`src/rtl/amstrad_io_pkg.sv`:
```
// Shared constants and state types for the CPC banking restore sequencer.
// Port addresses, data prefixes and the step-ordering helper live here.
package amstrad_io_pkg;

  localparam logic [15:0] IO_GA_PORT     = 16'h7F00;
  localparam logic [15:0] IO_ROMSEL_PORT = 16'hDF00;

  localparam logic [1:0] MMR_PFX  = 2'b11;
  localparam logic [2:0] MRER_PFX = 3'b100;
  localparam logic [2:0] RMR2_PFX = 3'b101;

  typedef enum logic [1:0] {
    ST_IDLE,
    ST_REQ,
    ST_RUN,
    ST_FIN
  } mmu_state_t;

  typedef enum logic [1:0] {
    PH_IDLE,
    PH_SETUP,
    PH_STROBE,
    PH_HOLD
  } wr_phase_t;

  // Plus-only steps 1 and 2 are skipped on a classic CPC.
  function automatic logic [1:0] next_step(
    input logic [1:0] s,
    input logic       plus
  );
    logic [1:0] n;
    unique case (s)
      2'd0:    n = plus ? 2'd1 : 2'd3;
      2'd1:    n = 2'd2;
      default: n = 2'd3;
    endcase
    return n;
  endfunction

endpackage

```
`src/rtl/io_write_cycle.sv`:
```
// One CPC I/O write: SETUP, io_WR STROBE, then HOLD.
// ack marks the last HOLD cycle; a go on that cycle chains the next write.
module io_write_cycle
  import amstrad_io_pkg::*;
#(
  parameter int SETUP_CYC = 2,
  parameter int WR_CYC    = 4,
  parameter int GAP_CYC   = 2
) (
  input  logic CLK,
  input  logic reset,
  input  logic go,
  output logic wr,
  output logic ack
);

  localparam int MAX_AB = (SETUP_CYC > WR_CYC) ? SETUP_CYC : WR_CYC;
  localparam int MAXP   = (MAX_AB > GAP_CYC) ? MAX_AB : GAP_CYC;
  localparam int CW     = $clog2(MAXP) + 1;

  localparam logic [CW-1:0] S_LAST = CW'(SETUP_CYC - 1);
  localparam logic [CW-1:0] W_LAST = CW'(WR_CYC - 1);
  localparam logic [CW-1:0] G_LAST = CW'(GAP_CYC - 1);

  wr_phase_t     ph, ph_d;
  logic [CW-1:0] cnt, cnt_d;

  always_ff @(posedge CLK or posedge reset) begin
    if (reset) begin
      ph  <= PH_IDLE;
      cnt <= '0;
    end else begin
      ph  <= ph_d;
      cnt <= cnt_d;
    end
  end

  always_comb begin
    ph_d  = ph;
    cnt_d = cnt + 1'b1;
    ack   = 1'b0;
    unique case (ph)
      PH_IDLE: begin
        cnt_d = '0;
        if (go) ph_d = PH_SETUP;
      end
      PH_SETUP: begin
        if (cnt == S_LAST) begin
          ph_d  = PH_STROBE;
          cnt_d = '0;
        end
      end
      PH_STROBE: begin
        if (cnt == W_LAST) begin
          ph_d  = PH_HOLD;
          cnt_d = '0;
        end
      end
      PH_HOLD: begin
        if (cnt == G_LAST) begin
          ack   = 1'b1;
          cnt_d = '0;
          ph_d  = go ? PH_SETUP : PH_IDLE;
        end
      end
      default: begin
        ph_d  = PH_IDLE;
        cnt_d = '0;
      end
    endcase
  end

  assign wr = (ph == PH_STROBE);

endmodule

```
`src/rtl/amstrad_mmu_restore.sv`:
```
// Replays a saved MMR / MRER / RMR2 / ROM-select setup onto the CPC I/O bus.
// Holds the CPU off via bus_req/bus_gnt while the writes are issued.
module amstrad_mmu_restore
  import amstrad_io_pkg::*;
#(
  parameter int SETUP_CYC = 2,
  parameter int WR_CYC    = 4,
  parameter int GAP_CYC   = 2
) (
  input  logic        CLK,
  input  logic        reset,
  input  logic        start,
  input  logic        plus_mode,
  input  logic [5:0]  ram_cfg,
  input  logic [7:0]  rom_bank,
  input  logic [4:0]  mrer_cfg,
  input  logic [4:0]  rmr2_cfg,
  input  logic        bus_gnt,
  output logic        bus_req,
  output logic        io_WR,
  output logic [15:0] A,
  output logic [7:0]  D,
  output logic        busy,
  output logic        done
);

  mmu_state_t  state, state_d;
  logic [1:0]  step, step_d, nxt;
  logic        plus_q;
  logic [5:0]  ram_q;
  logic [7:0]  rom_q;
  logic [4:0]  mrer_q, rmr2_q;
  logic [15:0] a_d, nxt_a;
  logic [7:0]  d_d, nxt_d;
  logic        latch, go, ack;

  io_write_cycle #(
    .SETUP_CYC (SETUP_CYC),
    .WR_CYC    (WR_CYC),
    .GAP_CYC   (GAP_CYC)
  ) u_wr (
    .CLK   (CLK),
    .reset (reset),
    .go    (go),
    .wr    (io_WR),
    .ack   (ack)
  );

  always_ff @(posedge CLK or posedge reset) begin
    if (reset) begin
      state  <= ST_IDLE;
      step   <= '0;
      plus_q <= 1'b0;
      ram_q  <= '0;
      rom_q  <= '0;
      mrer_q <= '0;
      rmr2_q <= '0;
      A      <= '0;
      D      <= '0;
    end else begin
      state <= state_d;
      step  <= step_d;
      A     <= a_d;
      D     <= d_d;
      if (latch) begin
        plus_q <= plus_mode;
        ram_q  <= ram_cfg;
        rom_q  <= rom_bank;
        mrer_q <= mrer_cfg;
        rmr2_q <= rmr2_cfg;
      end
    end
  end

  always_comb begin
    nxt   = next_step(step, plus_q);
    nxt_a = IO_GA_PORT;
    nxt_d = {MMR_PFX, ram_q};
    unique case (nxt)
      2'd1: nxt_d = {MRER_PFX, mrer_q};
      2'd2: nxt_d = {RMR2_PFX, rmr2_q};
      2'd3: begin
        nxt_a = IO_ROMSEL_PORT;
        nxt_d = rom_q;
      end
      default: ;
    endcase
  end

  always_comb begin
    state_d = state;
    step_d  = step;
    a_d     = A;
    d_d     = D;
    latch   = 1'b0;
    go      = 1'b0;
    unique case (state)
      ST_IDLE: begin
        if (start) begin
          latch   = 1'b1;
          state_d = ST_REQ;
        end
      end
      ST_REQ: begin
        if (bus_gnt) begin
          go      = 1'b1;
          step_d  = 2'd0;
          a_d     = IO_GA_PORT;
          d_d     = {MMR_PFX, ram_q};
          state_d = ST_RUN;
        end
      end
      ST_RUN: begin
        if (ack) begin
          if (step == 2'd3) begin
            state_d = ST_FIN;
            a_d     = '0;
            d_d     = '0;
          end else begin
            go     = 1'b1;
            step_d = nxt;
            a_d    = nxt_a;
            d_d    = nxt_d;
          end
        end
      end
      ST_FIN:  state_d = ST_IDLE;
      default: state_d = ST_IDLE;
    endcase
  end

  assign bus_req = (state == ST_REQ) || (state == ST_RUN);
  assign busy    = bus_req;
  assign done    = (state == ST_FIN);

endmodule

```
`config.mk`:
```
export PLATFORM = sky130hd
export DESIGN_NAME = amstrad_mmu_restore
export DESIGN_NICKNAME = d
export VERILOG_FILES = /design/src/rtl/amstrad_io_pkg.sv /design/src/rtl/io_write_cycle.sv /design/src/rtl/amstrad_mmu_restore.sv
export SDC_FILE = /design/constraint.sdc
export NUM_CORES = 1
export LEC_CHECK = 0
export BUFFER_PORTS_ARGS = -buffer_cell sky130_fd_sc_hd__buf_2
export CAP_MARGIN = 15
export CORE_ASPECT_RATIO = 1.25
export CORE_MARGIN = 10
export CORE_UTILIZATION = 55
export CTS_BUF_LIST = sky130_fd_sc_hd__clkbuf_8
export DETAILED_ROUTE_END_ITERATION = 10
export PLACE_DENSITY = 0.78
export SLEW_MARGIN = 20
export SYNTH_ARGS = -nofsm -noshare
export SYNTH_HDL_FRONTEND = slang
export SYNTH_HIERARCHICAL = 1
export SYNTH_SLANG_ARGS = --single-unit
```
`constraint.sdc`:
```
create_clock -name CLK -period 2.45 [get_ports CLK]
set_clock_uncertainty 0.05 [all_clocks]
set_input_delay 0.49 -clock CLK [delete_from_list [all_inputs] [get_ports CLK]]
set_output_delay 0.49 -clock CLK [all_outputs]
set_load 0.01 [all_outputs]
```
==> results.py, run 1 <==
metrics = {
    "status": {
        "status": "finished clean",
    },
    "clock_tree": {
        "ctsHoldBuffers": 0,
        "cts_resized": 0,
        "clockRootBuffer": "clkbuf_8",
        "cts_made_buffers": 5,
        "clk_latency_ps": 310,
        "cts.sink_count": 45,
        "postCtsSetupRepairBufs": 0,
        "cts_max_level": 2,
        "clockBufferDepth": 2,
        "cts_tree": "done",
        "clk_pin_slew_ps": 90,
    },
    "logic_synthesis": {
        "ys_ff_latch": 45,
        "synth_cell_type_count": 48,
        "ys_warn_count": 6,
        "async_reset_ff_share_pct": 100,
        "syn_inst": 204,
        "synth_ff_type": "dfrtp_1",
        "syn_avg_cell_area_um2": 11.7,
        "yosysSeqAreaShare_pct": 47.0,
        "synth-edff-count": 0,
        "synth_area_um2": 2400,
    },
    "floorplan": {
        "die-area_um2": 7410,
        "core_area_um2": 4160,
        "start_util_pct": 57.5,
        "rows": 26,
        "io_pins": 57,
        "dieHeight_um": 93.8,
        "die_w_um": 79.0,
    },
    "setup_path": {
        "worstSetupPathType": "reg -> reg",
        "critPathLaunchType": "flop",
        "cp_data_arrival_time_ps": 2300,
        "worstPathMaxFanout": 8,
        "regToRegSetupSlack_ps": 310,
        "cp-end-kind": "flop",
        "cp.required_ps": 2600,
    },
    "sta": {
        "finalSetupViolations": 0,
        "fin_tns_setup_ps": 0,
        "worst_slack_ps": 305,
        "worst_slew_margin_rel_pct": 55.3,
        "fmax_mhz": 466,
        "hold_viol_final": 0,
        "fin_crit_ps": 2140,
        "fin_crit_sh_pct": 87.5,
        "tightestPinTransition_ps": 669,
        "slew_violations": 0,
        "rsz0062_at_grt": "false",
    },
    "layout": {
        "drive_above_1_share_pct": 39.1,
        "area_growth_pct": 13.7,
        "post-route-util_pct": 65.4,
        "mostFrequentLayoutCell": "buf_2",
        "mostFrequentLayoutCells": "buf_2, dfrtp_1, mux2_2",
        "finalNetCount": 295,
        "antennaDiodeCount": 0,
    },
    "power": {
        "power_switching_mw": 1.34,
        "total_power_mw": 3.47,
        "powerDensity_nw_per_um2": 1270,
        "vdd_ir_drop_max_uv": 636,
        "p_seq_share_pct": 38.3,
        "pwr-share-comb_pct": 48.3,
        "clkPwrFrac_pct": 13.4,
        "power.leakage_nw": 1.28,
        "power.internal_mw": 2.13,
        "swShare_pct": 38.6,
    },
    "routing": {
        "routed_wl_mm": 4.86,
        "initialDrtViolationCount": 121,
        "via_count": 1658,
        "dr.pass1.iters": 4,
        "vias_per_cell": 5.37,
        "drc": 0,
        "ant_nets": 0,
        "wl_per_cell_um": 15.7,
    },
    "place": {
        "port_buffers": 48,
        "place_congestion": 0.812,
        "place_ws_ps": 330,
        "hpwl_mm": 3.86,
    },
    "global_routing": {
        "globalRouteTotalUtil_pct": 13.9,
        "grt_pass1_vias": 1766,
        "grt_pass1_wl_mm": 8.28,
        "grt_overflow": 0,
        "antenna_found_initial": 0,
        "grt_max_degree": 41,
    },
    "hold_path": {
        "worst_hold_path_type": "in -> async",
    },
    "run": {
        "max_cap_viol_count": 0,
    },
}
-- path summary, 6_finish.rpt --
kind | start | endpoint | cells after the start
setup / recovery | u_wr/cnt[1]$_DFF_PP0_ | D[5]$_DFFE_PP0P_ | 7
hold / removal | reset | u_wr/cnt[1]$_DFF_PP0_ | 2
setup reg to reg | u_wr/cnt[1]$_DFF_PP0_ | D[5]$_DFFE_PP0P_ | 7
hold reg to reg | u_wr/cnt[0]$_DFF_PP0_ | u_wr/cnt[0]$_DFF_PP0_ | 1
max in group asynchronous | reset | state[1]$_DFFE_PP0P_ | 3
min in group CLK | rmr2_cfg[3] | rmr2_q[3]$_DFFE_PP0P_ | 2
-- synthesized netlist by cell type (2+ instances only) --
master     instances  area [um2]
a31oi_1            3        18.8
buf_4             14         105
o32a_1             3        30.0
o22a_1             3        26.3
o2111ai_1          2        17.5
o21a_1             2        15.0
inv_1             13        48.8
nand3_1            3        15.0
a21oi_1            5        25.0
ha_1              14         175
o211ai_1           6        45.0
mux2_2            26         293
nor2b_1            6        37.5
mux2_4             2        30.0
nor3_1             2        10.0
nand2b_1           5        31.3
nor3b_1            2        15.0
dfrtp_1           45        1130
nor2_1             5        18.8
buf_2              3        15.0
nand2_1            9        33.8
a2bb2oi_1          4        35.0
o221ai_1           2        17.5
-- critical path, stage by stage, from the launching register on --
cell	delay (ps)
dfrtp_1	390
inv_1	50
ha_1	130
nor2b_4	210
and2_2	230
o21ai_2	90
nor2b_1	540
mux2_4	350
-- state kept, by name, summed over array words and instances, names as in the netlist --
name,cells
A,3
D,8
mrer_q,5
plus_q,1
ram_q,6
rmr2_q,5
rom_q,8
state,2
step,2
u_wr/cnt,3
u_wr/ph,2
-- power by group through the flow --
stage                     clock [mW]  sequential (mW)  combinational, mW
after floorplan                    0             1.29               1.36
after global placement             0             1.33               1.65
after detailed placement           0             1.34               1.69
after CTS                      0.476             1.33               1.70
after global routing           0.507             1.38               1.87
final                          0.464             1.33               1.68
-- through the flow --
| stage | hold slack (ps) | instances | cell area, um2 |
|---|---|---|---|
| after floorplan | 219 | 211 | 2420 |
| after global placement | 363 | 301 | 2640 |
| after detailed placement | 360 | 301 | 2640 |
| after CTS | 32.2 | 309 | 2730 |
| after global routing | 34.0 | 309 | 2730 |
| final | 33.6 | 309 | 2730 |
-- routing by layer --
layer | part of all wire [%] | vias to the layer above | wire length [um] | global-route usage (%)
met4 | 2.4 | 0 | 119 | 6.74
met5 | 0 | - | 0 | 0
met3 | 7.1 | 9 | 347 | 5.36
li1 | - | 804 | - | -
met1 | 43 | 800 | 2070 | 16.2
met2 | 48 | 45 | 2330 | 22.0
-- layout make-up --
cell class,instances,area (um2)
Clock buffer,5,68.8
Clock inverter,3,21.3
Fill cell,373,1440
Inverter,14,52.6
Multi-Input combinational cell,133,1110
Sequential cell,45,1130
Tap cell,56,70.1
Timing Repair Buffer,53,278
-- cell families (layout without fill, tap and decap cells) --
| logic type | after synthesis | after routing | share of synthesized area [%] |
|---|---|---|---|
| multiplexers | 29 | 29 | 13.9 |
| adder cells (fa/ha/maj) | 14 | 14 | 7.31 |
| flip-flops | 45 | 45 | 47.0 |
| buffers and inverters | 33 | 75 | 7.83 |
| other | 1 | 8 | 0.157 |
| AND/OR/NAND/NOR | 39 | 39 | 8.93 |
| AO/OA/AOI/OAI | 43 | 43 | 14.9 |
Power figures use the tool's default switching activity.
==> inputs of run 2 (changes only) <==
- ABC_AREA: unset -> 1
==> run 2 against run 1 <==
Effect of this change:
- global-route usage grew 0.25 points
- clock power shrank 3%
- sequential power grew 3%
- non-clock buffer count shrank 3
- routed wire length shrank 1.4%
- core utilization shrank 0.85 points
- synthesized cell count grew 18%
- area after synthesis shrank 1.6%
==> results.py, run 2 <==
metrics = {
    "logic_synthesis": {
        "yosysMostFrequentCell": "nand2_1",
        "async_reset_ff_share_pct": 100,
        "synth_area_um2": 2360,
        "yosysTopAreaCellShare_pct": 47.8,
        "syn_avg_cell_area_um2": 9.82,
        "synth_cell_type_count": 25,
        "yosysSeqAreaShare_pct": 47.8,
        "ys_ff_latch": 45,
        "yosys-top-cells-count": "nand2_1, dfrtp_1, mux2_2",
        "syn_inst": 240,
        "synth_top_area_cell": "dfrtp_1",
        "synth_ff_type": "dfrtp_1",
        "netlist_top_cells_area": "dfrtp_1, mux2_2, ha_1, nand2_1, buf_4",
        "ys_warn_count": 6,
        "synth-edff-count": 0,
    },
    "setup_path": {
        "crit_top_cell": "nand2_1",
        "regToRegSetupSlack_ps": 490,
        "slowest_stage": "dfrtp_1",
        "cp_top_family": "simple AND/OR/NAND/NOR gates",
        "critPathLaunchType": "flop",
        "path_cells": "inv_1 -> ha_1 -> nand2_1 -> inv_1 -> nand2_1 -> a21boi_0 -> inv_1 -> nand2_1 -> nand2_1 -> inv_2 -> nand2_2 -> nand2_1 -> nand2_1",
        "worstSetupPathType": "reg -> reg",
        "cp_data_arrival_time_ps": 2110,
        "worstPathMaxFanout": 7,
        "crit_buf_inv": 4,
        "cp-end-kind": "flop",
        "cp.required_ps": 2590,
        "slowest_delay_ps": 410,
    },
    "sta": {
        "fmax_mhz": 510,
        "fin_crit_sh_pct": 80.0,
        "timing.hold.ws_ps": 34.4,
        "fin_tns_setup_ps": 0,
        "hold_viol_final": 0,
        "fin_crit_ps": 1960,
        "finalSetupViolations": 0,
        "slew_violations": 0,
        "rsz0062_at_grt": "false",
    },
    "clock_tree": {
        "clockBufferDepth": 2,
        "cts_made_buffers": 5,
        "ctsHoldBuffers": 0,
        "cts_max_level": 2,
        "cts_resized": 0,
        "postCtsSetupRepairBufs": 0,
        "cts.sink_count": 45,
        "cts_tree": "done",
        "clk_latency_ps": 300,
        "clk_pin_slew_ps": 80,
        "clockRootBuffer": "clkbuf_8",
    },
    "global_routing": {
        "met2_usage_pct": 23.8,
        "grt_max_degree": 41,
        "grtUsageMet3_pct": 6.03,
        "grt_pass1_wl_mm": 8.46,
        "grt-busiest-layer": "met2",
        "antenna_found_initial": 0,
        "globalRouteTotalUtil_pct": 14.2,
        "grt_util_met1_pct": 15.3,
        "grt_pass1_vias": 1850,
        "grt_overflow": 0,
    },
    "place": {
        "hpwl_mm": 3.88,
        "place_congestion": 0.798,
        "port_buffers": 48,
    },
    "routing": {
        "initialDrtViolationCount": 74,
        "wl_per_cell_um": 13.9,
        "routed_wl_mm": 4.79,
        "drc": 0,
        "dr.pass1.iters": 4,
        "ant_nets": 0,
        "vias_per_cell": 4.97,
        "via_count": 1710,
    },
    "layout": {
        "top_regs": "D x8, rom_q x8, ram_q x6",
        "antennaDiodeCount": 0,
        "mostFrequentLayoutCell": "buf_2",
        "finalNetCount": 330,
        "nFillCells": 350,
        "drive_above_1_share_pct": 33.0,
        "mostFrequentLayoutCells": "buf_2, nand2_1, dfrtp_1",
        "area_growth_pct": 13.2,
    },
    "power": {
        "power.leakage_nw": 1.35,
        "total_power_mw": 3.54,
        "powerDensity_nw_per_um2": 1330,
        "vdd_ir_drop_max_uv": 628,
    },
    "floorplan": {
        "dieHeight_um": 93.2,
        "rows": 26,
        "io_pins": 57,
        "core_area_um2": 4130,
        "die_w_um": 78.6,
        "start_util_pct": 57.1,
        "die-area_um2": 7320,
    },
    "status": {
        "status": "finished clean",
    },
    "run": {
        "max_cap_viol_count": 0,
    },
    "hold_path": {
        "worst_hold_path_type": "in -> async",
    },
}
run 2: final cells by class:
| cell class | count | area, um2 | area share, % |
|---|---|---|---|
| inverters | 27 | 101 | 3.80 |
| repair buffers | 50 | 255 | 9.56 |
| flip-flops and latches | 45 | 1130 | 42.2 |
| clock buffers | 5 | 68.8 | 2.58 |
| well taps | 56 | 70.1 | 2.63 |
| clock inverters | 3 | 18.8 | 0.703 |
| multi-input cells | 158 | 1030 | 38.5 |
run 2: metrics by stage:
| step | utilization (%) | setup slack, ps | instance area (um2) | instances |
|---|---|---|---|---|
| floorplan | - | 768 | 2380 | 247 |
| global placement | 62.5 | 515 | 2580 | 336 |
| detailed placement | 62.5 | 503 | 2580 | 336 |
| CTS | 64.6 | 482 | 2670 | 344 |
| global route | 64.6 | 273 | 2670 | 344 |
| finish | 64.6 | 489 | 2670 | 344 |
run 2: power by group:
part	switching, mW	total, mW	internal [mW]
clock	0.253	0.449	0.197
combinational	0.978	1.71	0.737
sequential	0.253	1.37	1.12
run 2: metal layers:
metal,vias to the layer above,share of wire (%)
li1,856,-
met1,795,40
met2,49,50
met3,10,8.3
met4,0,1.8
met5,-,0
run 2: cells by family (layout without fill, tap and decap cells):
family,after synthesis,after routing,synth area share [%]
multiplexers,25,25,11.9
other,1,8,0.159
adder cells (fa/ha/maj),14,14,7.43
AO/OA/AOI/OAI,27,27,6.58
buffers and inverters,44,85,9.71
AND/OR/NAND/NOR,84,84,16.4
flip-flops,45,45,47.8
run 2: path summary, 6_finish.rpt:
path                                           to  cells after the start                  from
min in group CLK            mrer_q[0]$_DFFE_PP0P_                      2           mrer_cfg[0]
max                        u_wr/ph[1]$_DFFE_PP0P_                     13  state[0]$_DFFE_PP0P_
max in group asynchronous    rom_q[7]$_DFFE_PP0P_                      3                 reset
max reg2reg                u_wr/ph[1]$_DFFE_PP0P_                     13  state[0]$_DFFE_PP0P_
min                         u_wr/cnt[2]$_DFF_PP0_                      2                 reset
min reg2reg                      D[7]$_DFFE_PP0P_                      2      D[7]$_DFFE_PP0P_
==> inputs of run 3 (changes only) <==
- ABC_AREA: 1 -> 0
- CORE_UTILIZATION: 55 -> 50
- PLACE_DENSITY: 0.78 -> 0.74
- clock period: 2.45 -> 1.6 ns (I/O delays scaled with it)
==> run 3 against run 2 <==
Effect of this change:
- the flow now finishes with violations (setup timing)
- hold slack better by 150 ps
- core utilization up 1.7 points
- via count up 5.8%
- total power up 78%
- setup slack worse by 600 ps
- fmax up 14%
- critical endpoint is now state[0]$_DFFE_PP0P_
- largest power group unchanged
- highest routed layer unchanged
==> results.py, run 3 (synthesis gave the netlist of run 1 again) <==
metrics = {
    "routing": {
        "wl_per_cell_um": 16.5,
        "ant_nets": 0,
        "dr.pass1.iters": 4,
        "drc": 0,
        "routed_wl_mm": 5.62,
        "vias_per_cell": 5.30,
        "via_count": 1809,
        "initialDrtViolationCount": 88,
    },
    "setup_path": {
        "r2r_end": "state[0]$_DFFE_PP0P_",
        "regToRegSetupSlack_ps": -110,
        "cp-end-kind": "flop",
        "worstSetupPathType": "reg -> reg",
        "slowest_stage": "dfrtp_1",
        "r2r-start": "u_wr/cnt[1]$_DFF_PP0_",
        "slowest_delay_ps": 400,
        "cp.required_ps": 1780,
        "cp_data_arrival_time_ps": 1890,
        "path_cells": "inv_1 -> ha_1 -> nor2b_4 -> and2_4 -> o21ai_4 -> a221oi_4 -> buf_4 -> mux2i_2",
        "critPathLaunchType": "flop",
        "worstPathMaxFanout": 4,
        "reg2regPathDepth": 8,
    },
    "global_routing": {
        "antenna_found_initial": 0,
        "grt_max_degree": 31,
        "grt_overflow": 0,
        "globalRouteTotalUtil_pct": 13.9,
        "grt_pass1_wl_mm": 8.89,
        "grt_pass1_vias": 1910,
    },
    "sta": {
        "rsz0062_at_grt": "true",
        "fin_crit_sh_pct": 107,
        "worst_slack_ps": -114,
        "fmax_mhz": 583,
        "tightestPinTransition_ps": 506,
        "finalSetupViolations": 15,
        "slew_violations": 0,
        "worst_slew_margin_rel_pct": 66.1,
        "hold_viol_final": 0,
        "fin_crit_ps": 1710,
    },
    "status": {
        "failed_checks": "setup timing",
        "status": "finished with violations",
    },
    "place": {
        "port_buffers": 48,
        "hpwl_mm": 4.32,
        "place_congestion": 0.790,
        "placed_area_um2": 2860,
        "place_ws_ps": -135,
    },
    "power": {
        "power.leakage_nw": 1.44,
        "powerDensity_nw_per_um2": 2030,
        "vdd_ir_drop_max_uv": 953,
    },
    "hold_path": {
        "worst_hold_path_type": "in -> reg",
        "holdPathStages": 2,
        "hp-start": "rom_bank[0]",
        "hold_end": "rom_q[0]$_DFFE_PP0P_",
    },
    "floorplan": {
        "die-area_um2": 7980,
        "die_w_um": 81.9,
        "start_util_pct": 51.0,
        "dieHeight_um": 97.4,
        "io_pins": 57,
        "rows": 28,
        "core_area_um2": 4690,
    },
    "clock_tree": {
        "clk_latency_ps": 310,
        "clockBufferDepth": 2,
        "clockRootBuffer": "clkbuf_8",
        "clk_pin_slew_ps": 100,
        "cts_made_buffers": 5,
        "cts.sink_count": 45,
        "cts_max_level": 2,
        "cts_tree": "done",
    },
    "layout": {
        "drive_above_1_share_pct": 50.5,
        "top_regs": "D x8, rom_q x8, ram_q x6",
        "mostFrequentLayoutCells": "dfrtp_1, buf_2, buf_4",
        "post-route-util_pct": 66.3,
        "area_growth_pct": 29.8,
        "antennaDiodeCount": 0,
        "final_cell_area_um2": 3110,
        "finalNetCount": 323,
    },
    "run": {
        "max_cap_viol_count": 0,
    },
}
==> run 3: changes by cell type in the layout (fill, tap and decap cells not counted), sizes merged, moves of 7 or more <==
cell   change
a21oi      -8
buf       +30
inv       -12
nand2     -42
nand3     -11
nor2       -7
nor2b      +7
==> run 3: what timing repair did <==
item / in CTS / in global routing
buffers inserted: 2 / 4
endpoints found under the hold margin: 15 / 0
pin swaps: 3 / 1
endpoints found under the setup margin: 43 / 22
resized for setup: 10 / 16
hold buffers: 1 / 0
==> run 3: layer usage <==
metal	share of wire [%]	routed length [um]	GRT usage (%)
met1	40	2240	15.6
met2	53	2960	24.0
met3	6.7	377	4.54
met4	0.64	36	4.07
met5	0	0	0
==> run 3: cell type report <==
class	instances	area, um2
fill	373	1580
multi-input combinational	133	1210
sequential	45	1130
timing repair buffer	81	549
tap	60	75.1
clock buffer	5	68.8
inverter	14	52.6
clock inverter	3	25.0
==> run 3: through the flow <==
stage | hold WS [ps] | std cells | power [mW] | setup TNS [ps]
floorplan | 48.5 | 211 | 4.13 | -576
global placement | 193 | 326 | 5.04 | -327
detailed placement | 195 | 326 | 5.14 | -1210
CTS | 182 | 337 | 6.05 | -1520
global route | 178 | 341 | 6.74 | -2340
finish | 181 | 341 | 6.32 | -1060
==> run 3: how the worst max path moves through the flow <==
stage	startpoint	end	slack (ps)	cells after the start
global placement	state[1]$_DFFE_PP0P_	state[1]$_DFFE_PP0P_	-80	6
CTS	u_wr/cnt[1]$_DFF_PP0_	state[1]$_DFFE_PP0P_	-130	7
detailed placement	state[1]$_DFFE_PP0P_	state[1]$_DFFE_PP0P_	-140	6
global route	u_wr/cnt[1]$_DFF_PP0_	state[0]$_DFFE_PP0P_	-240	8
floorplan	u_wr/cnt[1]$_DFF_PP0_	state[1]$_DFFE_PP0P_	-140	7
finish	u_wr/cnt[1]$_DFF_PP0_	state[0]$_DFFE_PP0P_	-110	8
==> run 3: where the power goes <==
group | total (mW) | internal [mW] | switching [mW] | leakage [nW]
clock network | 0.742 | 0.318 | 0.423 | 0.0452
registers | 2.02 | 1.66 | 0.359 | 0.534
logic | 3.56 | 1.96 | 1.60 | 0.856
total | 6.32 | 3.94 | 2.38 | 1.44
==> run 3: critical path: cells and delay by family, from the launching register on <==
family	cells	cell delay, ps
buffers and inverters	2	230
multiplexers	1	210
adder cells (fa/ha/maj)	1	130
flip-flops	1	400
AND/OR/NAND/NOR	2	310
AO/OA/AOI/OAI	2	310
